===== src/rtl/if_fetch.sv =====
// Instruction fetch stage. A 32-bit instruction is assembled from four
// little-endian byte reads through a shared byte port. The assembled
// instruction is held for the decode stage until it is consumed, or until
// a branch redirects fetching.
module if_fetch (
  input  logic        clk,
  input  logic        rst,
  input  logic        stall_i,
  input  logic        branch_i,
  input  logic [31:0] branch_target_i,
  input  logic        mem_grant_i,
  input  logic [7:0]  mem_din_i,
  output logic        mem_req_o,
  output logic [31:0] mem_addr_o,
  output logic [31:0] pc_o,
  output logic [31:0] inst_o,
  output logic        inst_valid_o
);

  typedef enum logic {
    ST_FETCH = 1'b0,
    ST_HOLD  = 1'b1
  } state_t;

  state_t      state_q, state_d;
  logic [31:0] fetch_pc_q, fetch_pc_d;
  logic [2:0]  issue_cnt_q, issue_cnt_d;
  logic [2:0]  recv_cnt_q, recv_cnt_d;
  logic        pending_q, pending_d;
  logic [23:0] asm_q, asm_d;
  logic [31:0] pc_q, pc_d;
  logic [31:0] inst_q, inst_d;
  logic        valid_q, valid_d;

  logic        issue_open;
  logic        grant_fire;
  logic [23:0] asm_upd;
  logic [31:0] redirect_pc;

  // The low two target bits are dropped so fetching always starts word aligned.
  assign redirect_pc = branch_target_i & 32'hFFFF_FFFC;

  // Byte request: open while fetching and fewer than four bytes have been
  // granted; suppressed entirely while reset is asserted.
  always_comb begin
    issue_open = (state_q == ST_FETCH) && (issue_cnt_q < 3'd4);
    mem_req_o  = issue_open && !rst;
    mem_addr_o = mem_req_o ? (fetch_pc_q + {29'd0, issue_cnt_q}) : 32'd0;
    grant_fire = mem_req_o && mem_grant_i;
  end

  // Lower three byte lanes of the assembly buffer: the lane selected by the
  // receive counter takes the returning byte, the others keep their value.
  // Byte 3 never lands here; it goes straight into the output register.
  for (genvar gi = 0; gi < 3; gi++) begin : g_lane
    assign asm_upd[gi*8 +: 8] = (recv_cnt_q == 3'(gi)) ? mem_din_i : asm_q[gi*8 +: 8];
  end

  // Next-state logic: branch redirect wins over everything, then per-state
  // issue/collect (FETCH) or present/consume (HOLD).
  always_comb begin
    state_d     = state_q;
    fetch_pc_d  = fetch_pc_q;
    issue_cnt_d = issue_cnt_q;
    recv_cnt_d  = recv_cnt_q;
    pending_d   = 1'b0;
    asm_d       = asm_q;
    pc_d        = pc_q;
    inst_d      = inst_q;
    valid_d     = valid_q;

    if (branch_i) begin
      // Clearing pending drops the byte that answers this cycle's grant.
      state_d     = ST_FETCH;
      fetch_pc_d  = redirect_pc;
      issue_cnt_d = 3'd0;
      recv_cnt_d  = 3'd0;
      valid_d     = 1'b0;
    end else begin
      case (state_q)
        ST_FETCH: begin
          if (grant_fire) begin
            issue_cnt_d = issue_cnt_q + 3'd1;
            pending_d   = 1'b1;
          end
          if (pending_q) begin
            recv_cnt_d = recv_cnt_q + 3'd1;
            if (recv_cnt_q == 3'd3) begin
              inst_d  = {mem_din_i, asm_q};
              pc_d    = fetch_pc_q;
              valid_d = 1'b1;
              state_d = ST_HOLD;
            end else begin
              asm_d = asm_upd;
            end
          end
        end
        ST_HOLD: begin
          if (!stall_i) begin
            // Instruction consumed at this edge; 32-bit add wraps naturally.
            fetch_pc_d  = fetch_pc_q + 32'd4;
            issue_cnt_d = 3'd0;
            recv_cnt_d  = 3'd0;
            valid_d     = 1'b0;
            state_d     = ST_FETCH;
          end
        end
        default: begin
          state_d = ST_FETCH;
        end
      endcase
    end
  end

  // State registers with synchronous reset that abandons any fetch in flight.
  always_ff @(posedge clk) begin
    if (rst) begin
      state_q     <= ST_FETCH;
      fetch_pc_q  <= 32'd0;
      issue_cnt_q <= 3'd0;
      recv_cnt_q  <= 3'd0;
      pending_q   <= 1'b0;
      asm_q       <= 24'd0;
      pc_q        <= 32'd0;
      inst_q      <= 32'd0;
      valid_q     <= 1'b0;
    end else begin
      state_q     <= state_d;
      fetch_pc_q  <= fetch_pc_d;
      issue_cnt_q <= issue_cnt_d;
      recv_cnt_q  <= recv_cnt_d;
      pending_q   <= pending_d;
      asm_q       <= asm_d;
      pc_q        <= pc_d;
      inst_q      <= inst_d;
      valid_q     <= valid_d;
    end
  end

  assign pc_o         = pc_q;
  assign inst_o       = inst_q;
  assign inst_valid_o = valid_q;

endmodule


===== config.mk =====
export PLATFORM = sky130hd
export DESIGN_NAME = if_fetch
export DESIGN_NICKNAME = d
export VERILOG_FILES = /design/src/rtl/if_fetch.sv
export SDC_FILE = /design/constraint.sdc
export NUM_CORES = 1
export LEC_CHECK = 0
export ABC_AREA = 1
export BUFFER_PORTS_ARGS = -buffer_cell sky130_fd_sc_hd__buf_2
export CORE_MARGIN = 4
export CORE_UTILIZATION = 40
export DETAILED_ROUTE_END_ITERATION = 12
export PLACE_DENSITY = 0.63
export SETUP_SLACK_MARGIN = 0.15
export SLEW_MARGIN = 15
export SYNTH_ARGS = -nofsm -noshare
export SYNTH_HDL_FRONTEND = slang
export SYNTH_SLANG_ARGS = --single-unit

===== constraint.sdc =====
create_clock -name clk -period 1.9 [get_ports clk]
set_clock_uncertainty 0.05 [all_clocks]
set_input_delay 0.38 -clock clk [delete_from_list [all_inputs] [get_ports clk]]
set_output_delay 0.38 -clock clk [all_outputs]
set_load 0.005 [all_outputs]

Yosys cells after proc, flatten, opt, wreduce, memory -nomap -nowiden
Cells that the tools add are included.
W data, S select, Z words.
{"block": "totals", "ram_bits": 0, "inputBits": 45, "output_inout_bits": 98, "n_memories": 0, "word_cells": 64, "mem_bits_ro": 0, "latch_bits": 0, "regBits": 129}
{"block": "op_classes", "multipliers": 0, "n_eq_ne": 8, "shift": 0, "n_bitwise": 4, "n_mux": 18, "magnitude_cmp": 1, "add_sub_neg": 4, "div": 0, "reduce_logical": 17}
{"cell": "$mux W32", "count": 4}
{"cell": "$add A32 B3 Y32", "count": 1}
{"cell": "$add A32 B3 Y32 const B", "count": 1}
{"cell": "$reduce_and A5 Y1", "count": 3}
{"cell": "$pmux W3 S2", "count": 2}
{"cell": "$mux W3", "count": 3}
{"cell": "$reduce_and A2 Y1", "count": 4}
{"cell": "$mux W1", "count": 7}
{"cell": "$add A3 B1 Y3 const B", "count": 2}
{"cell": "$eq A3 B2 Y1 const B", "count": 2}
{"cell": "$ne A2 B2 Y1 const B", "count": 3}
{"cell": "$ne A2 B1 Y1 const B", "count": 2}
{"cell": "$not A1 Y1", "count": 4}
{"cell": "$pmux W1 S2", "count": 2}
{"cell": "$reduce_and A4 Y1", "count": 1}
{"cell": "$eq A3 B1 Y1 const B", "count": 1}
{"cell": "$logic_and A1 B1 Y1", "count": 3}
{"cell": "$logic_not A3 Y1", "count": 1}
{"cell": "$lt A3 B3 Y1 const B", "count": 1}
{"cell": "$reduce_and A3 Y1", "count": 1}
{"cell": "$reduce_or A3 Y1", "count": 1}
{"cell": "$reduce_bool A2 Y1", "count": 1}
{"cell": "$reduce_or A2 Y1", "count": 1}
{"cell": "$logic_not A1 Y1", "count": 1}

Logic depth before layout (Yosys ltp)
{"block": "depth", "ltp_word": 6, "depth_mapped": 10}

Least setup slack after synthesis
OpenSTA, ideal clock, no wires.
{"block": "synth_path", "path_type": "register to output", "startpoint": "register fetch_pc_q[2]", "endpoint": "output port mem_addr_o[18]", "setup_slack_ns": -0.009, "arrival_time_ns": 1.479, "t_required_ns": 1.470, "path_stages_with_launch": 10, "cell_sequence": "dfxtp_1 ha_1 ha_1 nand2_1 nor2_2 nand2_1 nor2_4 nand2_1 o21ai_0 a21oi_1"}
{"block": "synth_between", "elab_chain_cells": 2}
{"item": "start: declaration", "line": "26", "text": "logic [31:0] fetch_pc_q, fetch_pc_d;"}
{"item": "start signal: assignment", "line": "129", "text": "fetch_pc_q <= fetch_pc_d;"}
{"item": "$add A32 B3 Y32", "line": "48", "text": "mem_addr_o = mem_req_o ? (fetch_pc_q + {29'd0, issue_cnt_q}) : 32'd0;"}
{"item": "$mux W32", "line": "48"}
{"item": "end: declaration", "line": "14", "text": "output logic [31:0] mem_addr_o,"}
No other way between the ends.

Worst setup path in the final report
{"block": "layout_path", "startpoint": "register fetch_pc_q[2]", "endpoint": "output port mem_addr_o[22]"}
The elaborated chain is that of the path after synthesis.

==> results.py <==
metrics = {
    "timing": {
        "fmax_mhz": 413,
        "hold_violations": 0,
        "worst_slack_ps": -524,
        "finalSetupTns_ps": -11080,
        "setup_viol": 31,
        "slew_viol_final": 0,
        "rsz0062_at_grt": "true",
        "fin_crit_ps": 2420,
        "fin_crit_sh": 1.28,
    },
    "setup_path": {
        "crit_fanout": 4,
        "crit_type": "register to primary output",
        "crit_arrival_ps": 1990,
        "start_kind": "register",
        "crit_required_ps": 1470,
        "rr_startpoint": "fetch_pc_q[3]",
        "regToRegEndpoint": "fetch_pc_q[14]",
        "r2r_setup_slack_ps": 90,
        "reg2reg_depth": 9,
        "setup.worst_path.end_class": "primary output",
    },
    "finish": {
        "fin_nets": 1148,
        "final_util": 0.610,
        "stdcell_count": 1291,
        "diodes": 0,
        "drive_gt1_frac": 0.341,
        "fillers": 1334,
        "area_growth_pct": 48.3,
        "final_area_um2": 8930,
        "final_common_cell": "buf_2",
        "final_cell_mix": "137 x buf_2, 136 x nand2_1, 116 x dfxtp_1",
    },
    "clock_network": {
        "cts_buffers": 17,
        "htree_levels": 4,
        "hold_buffers": 0,
        "cts_sinks": 125,
        "clkLatencyLatePin_ps": 420,
        "path_clk_slew_ps": 60,
        "clockBufferDepth": 2,
        "cts_root_buffer": "clkbuf_16",
        "cts_tree": "yes",
    },
    "floorplan": {
        "dieArea_um2": 17100,
        "rows": 44,
        "die_w_um": 131,
        "core_um2": 14600,
        "num_io_pins": 143,
        "initial_core_util": 0.411,
        "die_h_um": 131,
    },
    "logic_synthesis": {
        "yosys.area.top_type_share": 0.416,
        "synth_top_area_cell": "dfxtp_1",
        "synth_area_um2": 6020,
        "ys_ff_latch": 125,
        "seq_area_frac_synth": 0.416,
        "netlist_instances": 866,
        "synthTopCellsByArea": "dfxtp_1 42%, o21ai_0 10%, a21oi_1 10%, nand2_1 9.3%, inv_1 6.2%",
        "ys_warn_count": 0,
        "syn_avg_cell_area_um2": 6.95,
        "synth_cell_types": 35,
    },
    "power": {
        "vdd_ir_drop_max_v": 0.000750,
        "swShare": 0.231,
        "p_per_area_nw_per_um2": 756,
        "p_leak_uw": 0.00408,
        "p_int_uw": 5190,
        "combinationalPowerShare": 0.080,
        "p_switching_uw": 1560,
        "seq_power_share": 0.401,
        "power_frac_clock": 0.518,
    },
    "route": {
        "totalWireLength_mm": 20.7,
        "wire_per_inst_um": 16.1,
        "ant_nets": 0,
        "vias_per_cell": 5.17,
        "drc": 0,
        "vias": 6669,
        "first_pass_iters": 4,
        "dr.first_iter.drc_count": 467,
    },
    "place": {
        "pre_cts_ws_ps": -154,
        "placed_area_um2": 7490,
        "port_buffers": 138,
        "post-dp-hpwl_mm": 14.3,
        "gp_congestion": 0.875,
        "dpl.cell_count": 1230,
    },
    "hold_path": {
        "hold_class": "input pin to register",
        "holdPathStages": 3,
        "hp-start": "branch_target_i[9]",
        "min_to": "fetch_pc_q[9]",
    },
    "global_route": {
        "antenna_found_initial": 0,
        "grtUsageTotal": 0.227,
        "grt_overflow_total": 0,
        "grt_max_degree": 37,
        "grt_pass1_wl_mm": 30.1,
        "grt_pass1_vias": 5934,
    },
    "outcome": {
        "status": "complete, but fails checks",
        "violations": "setup timing",
    },
    "flow_run": {
        "maxCapViolCount": 0,
    },
}
[per-layer routing]
layer,up-vias,global-route usage,wire length [um]
li1,3311,-,-
met1,3102,0.303,9230
met2,223,0.361,9820
met3,33,0.0472,1240
met4,0,0.0877,468
met5,-,0,0
[worst max path at each step]
stage                    from        endpoint
3_3_place_gp   issue_cnt_q[2]  mem_addr_o[22]
6_report        fetch_pc_q[2]  mem_addr_o[22]
3_5_place_dp   issue_cnt_q[2]  mem_addr_o[22]
4_1_cts        issue_cnt_q[2]  mem_addr_o[22]
2_1_floorplan  issue_cnt_q[2]  mem_addr_o[22]
5_1_grt         fetch_pc_q[7]  mem_addr_o[23]
[stage by stage]
step	total power [uW]	hold slack, ps
after floorplan	3010	380
after global placement	3250	388
after detailed placement	3250	394
after CTS	6750	180
after global routing	6970	187
final	6750	187
[cells in the mapped netlist]
library cell	number
nand3_1	44
inv_2	8
a31oi_1	10
nor3_1	6
or2_2	1
o211ai_1	1
clkbuf_1	13
mux2i_1	1
inv_1	99
o21ai_0	126
nor3_2	2
nand3b_1	1
or2_1	1
xor2_1	7
buf_1	1
nor2_4	3
o22ai_1	1
nor2_8	2
a21oi_1	121
clkinv_1	1
nand2_2	5
dfxtp_1	125
nor2_2	15
o31ai_1	1
buf_4	7
ha_1	9
nand2_1	149
nor2_1	74
o21ai_1	2
o21a_1	3
a22oi_1	1
nand4_1	5
buf_2	19
conb_1	1
xnor2_1	1
[worst max-delay path, stage by stage (launching register included)]
cell and delay (ps):
dfxtp_2 350, ha_4 150, ha_4 140, nand2_4 50
nor2_4 160, nand2_4 90, nor2_4 190, a31oi_1 110
nor3_2 200, buf_2 150
[what timing repair did]
item,4_1_cts,5_1_grt
cloned,0,7
resized for setup,65,54
setup buffers,9,13
endpoints found under the setup margin,60,146
pin swaps,12,26
[power by group through the flow]
stage / Clock (uW) / Combinational, uW / Sequential (uW)
floorplan: 0 / 241 / 2770
global placement: 0 / 484 / 2760
detailed placement: 0 / 487 / 2760
CTS: 3520 / 520 / 2710
global route: 3660 / 596 / 2710
finish: 3500 / 542 / 2710
[final cells by class]
type	instances	area [um2]	share of cell area
Sequential cell	125	2520	0.282
Clock inverter	9	159	0.0178
Clock buffer	23	478	0.0535
Multi-Input combinational cell	594	3300	0.369
Timing Repair Buffer	248	1840	0.206
Inverter	108	408	0.0457
Tap cell	184	230	0.0258
[logic make-up after synthesis]
group	share of synthesized area
simple gates	0.225
compound gates	0.226
buf+inv	0.101
flops	0.416
fa+ha+maj	0.0187
xor+xnor	0.0116
other cells	0.000623
mux	0.00166
[flip-flops by register name, summed over array words and instances (netlist names)]
signal / count
fetch_pc_q: 30
pc_o: 30
asm_q: 24
issue_cnt_q: 3
pending_q: 1
inst_valid_o: 1
recv_cnt_q: 3
state_q: 1
inst_o: 32
(Power assumes the default switching activity.)
